==> src/rtl/dmem_pkg.sv <==
// Shared types and helpers for the data-memory arbiter: funct3 codes,
// arbiter state encoding, the request bundle and the access legality check.
package dmem_pkg;

  localparam int DMEM_AW = 13;

  localparam logic [2:0] F_B  = 3'd0;
  localparam logic [2:0] F_H  = 3'd1;
  localparam logic [2:0] F_W  = 3'd2;
  localparam logic [2:0] F_BU = 3'd4;
  localparam logic [2:0] F_HU = 3'd5;

  typedef enum logic {
    IDLE     = 1'b0,
    DMA_LOCK = 1'b1
  } arb_state_e;

  typedef struct packed {
    logic               we;
    logic [DMEM_AW-1:0] addr;
    logic [31:0]        wdata;
    logic [2:0]         funct;
  } dmem_req_t;

  // Unsigned loads are read-only forms; halfword/word need natural alignment.
  function automatic logic is_legal(input logic we, input logic [2:0] funct,
                                    input logic [1:0] addr_lo);
    logic ok;
    case (funct)
      F_B:     ok = 1'b1;
      F_BU:    ok = ~we;
      F_H:     ok = ~addr_lo[0];
      F_HU:    ok = ~we & ~addr_lo[0];
      F_W:     ok = (addr_lo == 2'b00);
      default: ok = 1'b0;
    endcase
    return ok;
  endfunction

endpackage

==> src/rtl/dmem_arbiter_if.sv <==
// Bundle of the two master ports and the memory port around the arbiter.
interface dmem_arbiter_if
  import dmem_pkg::*;
#(
  parameter int DMEM_ADDR = DMEM_AW
);
  logic                 i_lsu_req;
  logic                 i_lsu_we;
  logic [DMEM_ADDR-1:0] i_lsu_addr;
  logic [31:0]          i_lsu_wdata;
  logic [2:0]           i_lsu_funct;
  logic                 o_lsu_gnt;
  logic                 o_lsu_rvalid;
  logic [31:0]          o_lsu_rdata;
  logic                 o_lsu_err;

  logic                 i_dma_req;
  logic                 i_dma_we;
  logic [DMEM_ADDR-1:0] i_dma_addr;
  logic [31:0]          i_dma_wdata;
  logic [2:0]           i_dma_funct;
  logic                 i_dma_last;
  logic                 o_dma_gnt;
  logic                 o_dma_rvalid;
  logic [31:0]          o_dma_rdata;
  logic                 o_dma_err;

  logic                 o_mem_en;
  logic                 o_mem_we;
  logic [DMEM_ADDR-1:0] o_mem_addr;
  logic [31:0]          o_mem_wdata;
  logic [2:0]           o_mem_funct;
  logic [31:0]          i_mem_rdata;

  modport slave (
    input  i_lsu_req, i_lsu_we, i_lsu_addr, i_lsu_wdata, i_lsu_funct,
    output o_lsu_gnt, o_lsu_rvalid, o_lsu_rdata, o_lsu_err,
    input  i_dma_req, i_dma_we, i_dma_addr, i_dma_wdata, i_dma_funct, i_dma_last,
    output o_dma_gnt, o_dma_rvalid, o_dma_rdata, o_dma_err,
    output o_mem_en, o_mem_we, o_mem_addr, o_mem_wdata, o_mem_funct,
    input  i_mem_rdata
  );

  modport master (
    output i_lsu_req, i_lsu_we, i_lsu_addr, i_lsu_wdata, i_lsu_funct,
    input  o_lsu_gnt, o_lsu_rvalid, o_lsu_rdata, o_lsu_err,
    output i_dma_req, i_dma_we, i_dma_addr, i_dma_wdata, i_dma_funct, i_dma_last,
    input  o_dma_gnt, o_dma_rvalid, o_dma_rdata, o_dma_err,
    input  o_mem_en, o_mem_we, o_mem_addr, o_mem_wdata, o_mem_funct,
    output i_mem_rdata
  );

endinterface

==> src/rtl/dmem_resp_reg.sv <==
// One-cycle response register for a single master: rvalid follows its grant,
// load data is captured only for legal loads, err flags illegal accesses.
module dmem_resp_reg (
  input  logic        i_clk,
  input  logic        i_rst,
  input  logic        i_fire,
  input  logic        i_legal,
  input  logic        i_load,
  input  logic [31:0] i_mem_rdata,
  output logic        o_rvalid,
  output logic        o_err,
  output logic [31:0] o_rdata
);
  logic        rvalid_d, rvalid_q;
  logic        err_d, err_q;
  logic [31:0] rdata_d, rdata_q;

  // Next response contents.
  always_comb begin
    rvalid_d = i_fire;
    err_d    = i_fire & ~i_legal;
    if (i_fire && i_legal && i_load) begin
      rdata_d = i_mem_rdata;
    end else begin
      rdata_d = 32'h0000_0000;
    end
  end

  // Response state; reset drops any in-flight response.
  always_ff @(posedge i_clk or posedge i_rst) begin
    if (i_rst) begin
      rvalid_q <= 1'b0;
      err_q    <= 1'b0;
      rdata_q  <= 32'h0000_0000;
    end else begin
      rvalid_q <= rvalid_d;
      err_q    <= err_d;
      rdata_q  <= rdata_d;
    end
  end

  assign o_rvalid = rvalid_q;
  assign o_err    = err_q;
  assign o_rdata  = rdata_q;

endmodule

==> src/rtl/dmem_arbiter.sv <==
// Two-master arbiter for the data memory port: LSU priority, DMA burst
// locking and a starvation counter that forces a waiting DMA through.
module dmem_arbiter
  import dmem_pkg::*;
#(
  parameter int DMEM_ADDR  = DMEM_AW,
  parameter int STARVE_MAX = 8
) (
  input  logic           i_clk,
  input  logic           i_rst,
  dmem_arbiter_if.slave  bus
);
  localparam logic [7:0] STARVE_LIM = 8'(STARVE_MAX);

  arb_state_e state_q, state_d;
  logic [7:0] starve_q, starve_d;
  logic       lsu_req_s, dma_req_s, lsu_gnt_s, dma_gnt_s, legal_s;
  dmem_req_t  lsu_s, dma_s, win_s;

  // No grant may be issued while reset is held.
  assign lsu_req_s = bus.i_lsu_req & ~i_rst;
  assign dma_req_s = bus.i_dma_req & ~i_rst;
  assign lsu_s = '{we: bus.i_lsu_we, addr: bus.i_lsu_addr,
                   wdata: bus.i_lsu_wdata, funct: bus.i_lsu_funct};
  assign dma_s = '{we: bus.i_dma_we, addr: bus.i_dma_addr,
                   wdata: bus.i_dma_wdata, funct: bus.i_dma_funct};

  // Grant selection.
  always_comb begin
    lsu_gnt_s = 1'b0;
    dma_gnt_s = 1'b0;
    if (state_q == DMA_LOCK) begin
      dma_gnt_s = dma_req_s;
    end else if (dma_req_s && (!lsu_req_s || starve_q == STARVE_LIM)) begin
      dma_gnt_s = 1'b1;
    end else begin
      lsu_gnt_s = lsu_req_s;
    end
  end

  // Burst lock and starvation bookkeeping; illegal beats still advance the burst.
  always_comb begin
    state_d  = state_q;
    starve_d = starve_q;
    if (dma_gnt_s) begin
      state_d = bus.i_dma_last ? IDLE : DMA_LOCK;
    end else begin
      state_d = state_q;
    end
    if (!dma_req_s || dma_gnt_s) begin
      starve_d = 8'd0;
    end else if (starve_q != STARVE_LIM) begin
      starve_d = starve_q + 8'd1;
    end else begin
      starve_d = starve_q;
    end
  end

  // Memory port mux; all-zero when nobody is granted.
  always_comb begin
    if (lsu_gnt_s) begin
      win_s = lsu_s;
    end else if (dma_gnt_s) begin
      win_s = dma_s;
    end else begin
      win_s = '0;
    end
    legal_s = is_legal(win_s.we, win_s.funct, win_s.addr[1:0]);
  end

  assign bus.o_lsu_gnt   = lsu_gnt_s;
  assign bus.o_dma_gnt   = dma_gnt_s;
  assign bus.o_mem_en    = (lsu_gnt_s | dma_gnt_s) & legal_s;
  assign bus.o_mem_we    = win_s.we;
  assign bus.o_mem_addr  = win_s.addr;
  assign bus.o_mem_wdata = win_s.wdata;
  assign bus.o_mem_funct = win_s.funct;

  // Arbiter state.
  always_ff @(posedge i_clk or posedge i_rst) begin
    if (i_rst) begin
      state_q  <= IDLE;
      starve_q <= 8'd0;
    end else begin
      state_q  <= state_d;
      starve_q <= starve_d;
    end
  end

  dmem_resp_reg u_lsu_resp (
    .i_clk       (i_clk),
    .i_rst       (i_rst),
    .i_fire      (lsu_gnt_s),
    .i_legal     (legal_s),
    .i_load      (~win_s.we),
    .i_mem_rdata (bus.i_mem_rdata),
    .o_rvalid    (bus.o_lsu_rvalid),
    .o_err       (bus.o_lsu_err),
    .o_rdata     (bus.o_lsu_rdata)
  );

  dmem_resp_reg u_dma_resp (
    .i_clk       (i_clk),
    .i_rst       (i_rst),
    .i_fire      (dma_gnt_s),
    .i_legal     (legal_s),
    .i_load      (~win_s.we),
    .i_mem_rdata (bus.i_mem_rdata),
    .o_rvalid    (bus.o_dma_rvalid),
    .o_err       (bus.o_dma_err),
    .o_rdata     (bus.o_dma_rdata)
  );

endmodule

==> src/flat_wrapper.sv <==
// flat-port wrapper written by rule: the top's interface ports become plain ports
module dmem_arbiter_flat import dmem_pkg::*;
#(
  parameter int DMEM_ADDR  = DMEM_AW,
  parameter int STARVE_MAX = 8
)
  (i_clk, i_rst, bus_i_lsu_req, bus_i_lsu_we, bus_i_lsu_addr, bus_i_lsu_wdata, bus_i_lsu_funct, bus_o_lsu_gnt, bus_o_lsu_rvalid, bus_o_lsu_rdata, bus_o_lsu_err, bus_i_dma_req, bus_i_dma_we, bus_i_dma_addr, bus_i_dma_wdata, bus_i_dma_funct, bus_i_dma_last, bus_o_dma_gnt, bus_o_dma_rvalid, bus_o_dma_rdata, bus_o_dma_err, bus_o_mem_en, bus_o_mem_we, bus_o_mem_addr, bus_o_mem_wdata, bus_o_mem_funct, bus_i_mem_rdata);
  dmem_arbiter_if #(.DMEM_ADDR(DMEM_ADDR)) bus_i ();
  input  logic i_clk;
  input  logic i_rst;
  input wire logic [$bits(bus_i.i_lsu_req)-1:0] bus_i_lsu_req;
  input wire logic [$bits(bus_i.i_lsu_we)-1:0] bus_i_lsu_we;
  input wire logic [$bits(bus_i.i_lsu_addr)-1:0] bus_i_lsu_addr;
  input wire logic [$bits(bus_i.i_lsu_wdata)-1:0] bus_i_lsu_wdata;
  input wire logic [$bits(bus_i.i_lsu_funct)-1:0] bus_i_lsu_funct;
  output wire logic [$bits(bus_i.o_lsu_gnt)-1:0] bus_o_lsu_gnt;
  output wire logic [$bits(bus_i.o_lsu_rvalid)-1:0] bus_o_lsu_rvalid;
  output wire logic [$bits(bus_i.o_lsu_rdata)-1:0] bus_o_lsu_rdata;
  output wire logic [$bits(bus_i.o_lsu_err)-1:0] bus_o_lsu_err;
  input wire logic [$bits(bus_i.i_dma_req)-1:0] bus_i_dma_req;
  input wire logic [$bits(bus_i.i_dma_we)-1:0] bus_i_dma_we;
  input wire logic [$bits(bus_i.i_dma_addr)-1:0] bus_i_dma_addr;
  input wire logic [$bits(bus_i.i_dma_wdata)-1:0] bus_i_dma_wdata;
  input wire logic [$bits(bus_i.i_dma_funct)-1:0] bus_i_dma_funct;
  input wire logic [$bits(bus_i.i_dma_last)-1:0] bus_i_dma_last;
  output wire logic [$bits(bus_i.o_dma_gnt)-1:0] bus_o_dma_gnt;
  output wire logic [$bits(bus_i.o_dma_rvalid)-1:0] bus_o_dma_rvalid;
  output wire logic [$bits(bus_i.o_dma_rdata)-1:0] bus_o_dma_rdata;
  output wire logic [$bits(bus_i.o_dma_err)-1:0] bus_o_dma_err;
  output wire logic [$bits(bus_i.o_mem_en)-1:0] bus_o_mem_en;
  output wire logic [$bits(bus_i.o_mem_we)-1:0] bus_o_mem_we;
  output wire logic [$bits(bus_i.o_mem_addr)-1:0] bus_o_mem_addr;
  output wire logic [$bits(bus_i.o_mem_wdata)-1:0] bus_o_mem_wdata;
  output wire logic [$bits(bus_i.o_mem_funct)-1:0] bus_o_mem_funct;
  input wire logic [$bits(bus_i.i_mem_rdata)-1:0] bus_i_mem_rdata;
  assign bus_i.i_lsu_req = bus_i_lsu_req;
  assign bus_i.i_lsu_we = bus_i_lsu_we;
  assign bus_i.i_lsu_addr = bus_i_lsu_addr;
  assign bus_i.i_lsu_wdata = bus_i_lsu_wdata;
  assign bus_i.i_lsu_funct = bus_i_lsu_funct;
  assign bus_o_lsu_gnt = bus_i.o_lsu_gnt;
  assign bus_o_lsu_rvalid = bus_i.o_lsu_rvalid;
  assign bus_o_lsu_rdata = bus_i.o_lsu_rdata;
  assign bus_o_lsu_err = bus_i.o_lsu_err;
  assign bus_i.i_dma_req = bus_i_dma_req;
  assign bus_i.i_dma_we = bus_i_dma_we;
  assign bus_i.i_dma_addr = bus_i_dma_addr;
  assign bus_i.i_dma_wdata = bus_i_dma_wdata;
  assign bus_i.i_dma_funct = bus_i_dma_funct;
  assign bus_i.i_dma_last = bus_i_dma_last;
  assign bus_o_dma_gnt = bus_i.o_dma_gnt;
  assign bus_o_dma_rvalid = bus_i.o_dma_rvalid;
  assign bus_o_dma_rdata = bus_i.o_dma_rdata;
  assign bus_o_dma_err = bus_i.o_dma_err;
  assign bus_o_mem_en = bus_i.o_mem_en;
  assign bus_o_mem_we = bus_i.o_mem_we;
  assign bus_o_mem_addr = bus_i.o_mem_addr;
  assign bus_o_mem_wdata = bus_i.o_mem_wdata;
  assign bus_o_mem_funct = bus_i.o_mem_funct;
  assign bus_i.i_mem_rdata = bus_i_mem_rdata;
  dmem_arbiter #(.DMEM_ADDR(DMEM_ADDR), .STARVE_MAX(STARVE_MAX)) u_core (.i_clk(i_clk), .i_rst(i_rst), .bus(bus_i));
endmodule
==> config.mk <==
export PLATFORM = sky130hd
export DESIGN_NAME = dmem_arbiter_flat
export DESIGN_NICKNAME = d
export VERILOG_FILES = /design/src/rtl/dmem_pkg.sv /design/src/rtl/dmem_arbiter_if.sv /design/src/rtl/dmem_resp_reg.sv /design/src/rtl/dmem_arbiter.sv /design/src/flat_wrapper.sv
export SDC_FILE = /design/constraint.sdc
export NUM_CORES = 1
export LEC_CHECK = 0
export CAP_MARGIN = 5
export CORE_AREA = 2 2 100 102
export CTS_CLUSTER_SIZE = 8
export DETAILED_ROUTE_END_ITERATION = 8
export DIE_AREA = 0 0 102 104
export DONT_BUFFER_PORTS = 1
export PLACE_DENSITY = 0.52
export SYNTH_ARGS = -nofsm -noshare
export SYNTH_HDL_FRONTEND = slang
export SYNTH_SLANG_ARGS = --single-unit
==> constraint.sdc <==
create_clock -name i_clk -period 4.62 [get_ports i_clk]
set_input_delay 0.462 -clock i_clk [delete_from_list [all_inputs] [get_ports i_clk]]
set_output_delay 0.462 -clock i_clk [all_outputs]
set_load 0.01 [all_outputs]
==> impl_metrics.json <==
{
  "fin_crit_sh_pct": 76.6,
  "ys_top_cells_by_area": "dfrtp_1, a22o_1, and2_1",
  "design.die.area_mm2": 0.0106,
  "slew_viol_final": 0,
  "status": "finished, final reports clean",
  "cts_sinks": 77,
  "fin_worst_skew_ns": 0.00991,
  "maxSlewHeadroom_pct": 49.3,
  "synth_fp_nets": 409,
  "power_uw": 1370,
  "hold_viol": 0,
  "clk_latency_ns": 0.34,
  "fin_cells": 405,
  "grt_pass1_vias": 2116,
  "p_int_uw": 1020,
  "finalSetupTns_ns": 0,
  "synthArstFlopShare_pct": 100,
  "drt_first_iter_violations": 105,
  "seq_power_share_pct": 51.8,
  "p_leak_uw": 0.00178,
  "synth_top_area_share_pct": 59.3,
  "synth_edf_count": 0,
  "grt_pass1_wl_um": 13000,
  "gp_congestion": 0.784,
  "worstPathMaxFanout": 29,
  "antenna_found_initial": 0,
  "vdd_drop_max_uv": 106,
  "power.net_switching_uw": 353,
  "viasPerCell": 5.38,
  "cts_buffers": 9,
  "dp_hpwl_um": 7030,
  "synth_seq_cells": 77,
  "die_y_um": 104,
  "ys_warn_count": 0,
  "power.density_mw_per_mm2": 387,
  "grt.total_usage_pct": 16.7,
  "p_sw_share_pct": 25.8,
  "drt_drc_violations_left": 0,
  "cts_tree": "built",
  "final_layout_size_suffix_gt1_share_pct": 9.19,
  "clock_tree.root_cell": "clkbuf_8",
  "critPathArrivalTime_ns": 3.07,
  "avgSynthCellArea_um2": 11.9,
  "place_inst": 389,
  "die-width_um": 102,
  "final_core_utilization_pct": 37.1,
  "synth-main-ff-cell": "dfrtp_1",
  "finalSetupViolations": 0,
  "pwr-share-comb_pct": 9.8,
  "cts-resized-gates": 0,
  "startpoint_type": "flop",
  "vias": 2179,
  "grt_max_degree": 63,
  "nets": 404,
  "yosys.area.top_type": "dfrtp_1",
  "wl_um": 9220,
  "cts_setup_buffers": 0,
  "syn_to_final_growth_pct": 9.17,
  "power_frac_clock_pct": 38.4,
  "drt_first_pass_iters": 4,
  "yosysSeqAreaShare_pct": 59.3,
  "rsz0062_at_grt": "no",
  "wl_per_cell_um": 22.8,
  "initial_utilization_pct": 34.0,
  "path_class": "reg2out",
  "yosysUniqueCellTypes": 32,
  "htreeDepth": 3,
  "clockBufferDepth": 2,
  "fmax_mhz": 283,
  "fp.coreArea_mm2": 0.00955,
  "io_pins": 255,
  "portBuffers": 0,
  "hold_class": "in2async",
  "antenna_left": 0,
  "antennaDiodeCount": 0,
  "cp-end-kind": "output port",
  "path_clk_slew_ns": 0.08,
  "worstPathRequired_ns": 4.16,
  "synth_cells": 272,
  "synth.cell_area_mm2": 0.00325,
  "finalCriticalPeriod_ns": 3.54,
  "worst_pin_slew_ns": 0.759,
  "max_cap_violations": 0,
  "fp-row-count": 36,
  "hold_buffers": 0,
  "gr-total-overflow": 0
}
==> cell usage after synthesis, types with 4 or more instances <==
cell	instances
buf_6	4
and3_1	32
a21oi_1	4
dfrtp_1	77
buf_2	4
and2_1	32
nor2_1	10
a22o_1	48
inv_1	6
nand2_1	10
clkbuf_1	12
==> layout by cell type (no fill, tap or decap), types with 4 or more instances in the layout <==
master     n
dfrtp_1   77
a22o_1    48
and3_1    32
and2_1    32
clkbuf_8  11
nand2_1   10
nor2_1    10
inv_1      5
a21oi_1    4
buf_4      4
==> layout make-up <==
class	instances	area, µm²
Sequential cell	77	1930
Tap cell	133	166
Fill cell	946	6000
Multi-Input combinational cell	168	1190
Clock buffer	12	155
Inverter	7	26.3
Timing Repair Buffer	4	30.0
Clock inverter	4	55.1
==> worst paths after layout <==
check / slack (ns) / to / cells past startpoint / startpoint
worst max register to register: 1.65 / u_core.u_dma_resp.o_rdata[7] / 7 / u_core.starve_q[5]
worst min-delay path: 0.12 / u_core.state_q / 1 / i_rst
worst min register to register: 0.48 / u_core.starve_q[0] / 1 / u_core.starve_q[0]
min in group i_clk: 0.20 / u_core.state_q / 1 / bus_i_dma_last
max in group asynchronous: 3.52 / u_core.u_dma_resp.o_rdata[5] / 2 / i_rst
worst max-delay path: 1.08 / bus_o_mem_en / 5 / u_core.starve_q[5]
==> cells by family (layout without fill, tap and decap cells) <==
logic type	Yosys count	in the layout	synth area share, %
buffers and inverters	27	27	4.20
xor gates and xnor gates	6	6	1.62
adders and majority gates	2	2	0.770
and+or+nand+nor	97	97	17.1
AOI/OAI and AO/OA	63	63	16.9
DFF	77	77	59.3
==> routing by layer <==
| metal | GRT usage [%] | share of wire [%] | up-vias |
|---|---|---|---|
| li1 | - | - | 959 |
| met1 | 16.9 | 33 | 1054 |
| met2 | 30.1 | 54 | 152 |
| met3 | 6.72 | 11 | 14 |
| met4 | 6.57 | 2.4 | 0 |
| met5 | 0 | 0 | - |
==> per-stage QoR <==
stage	setup slack (ns)	hold WS, ns	area, µm²
2_1_floorplan	1.89	0.454	3250
3_3_place_gp	1.43	0.474	3340
3_5_place_dp	1.39	0.475	3340
4_1_cts	0.988	0.144	3550
5_1_grt	0.878	0.170	3550
6_report	1.08	0.122	3550
==> power by group through the flow <==
stage                     clock network (µW)  registers, µW  logic (µW)
final                                    527            710         134
after floorplan                            0            720         111
after detailed placement                   0            724         138
after global routing                     580            712         147
after CTS                                544            710         138
after global placement                     0            724         136
==> flip-flops by register name, indices dropped and copies added (netlist names) <==
| register | count |
|---|---|
| u_core.u_dma_resp.o_rvalid | 1 |
| u_core.u_lsu_resp.o_err | 1 |
| u_core.u_lsu_resp.o_rdata | 32 |
| u_core.u_dma_resp.o_rdata | 32 |
| u_core.starve_q | 8 |
| u_core.u_dma_resp.o_err | 1 |
| u_core.state_q | 1 |
| u_core.u_lsu_resp.o_rvalid | 1 |
==> critical path: stages, from the launching register on <==
cell	delay (ns)
dfrtp_1	0.42
or4_1	0.55
o41a_2	0.71
a221oi_2	0.37
a211oi_1	0.15
a311oi_1	0.53
(Power assumes the default switching activity.)
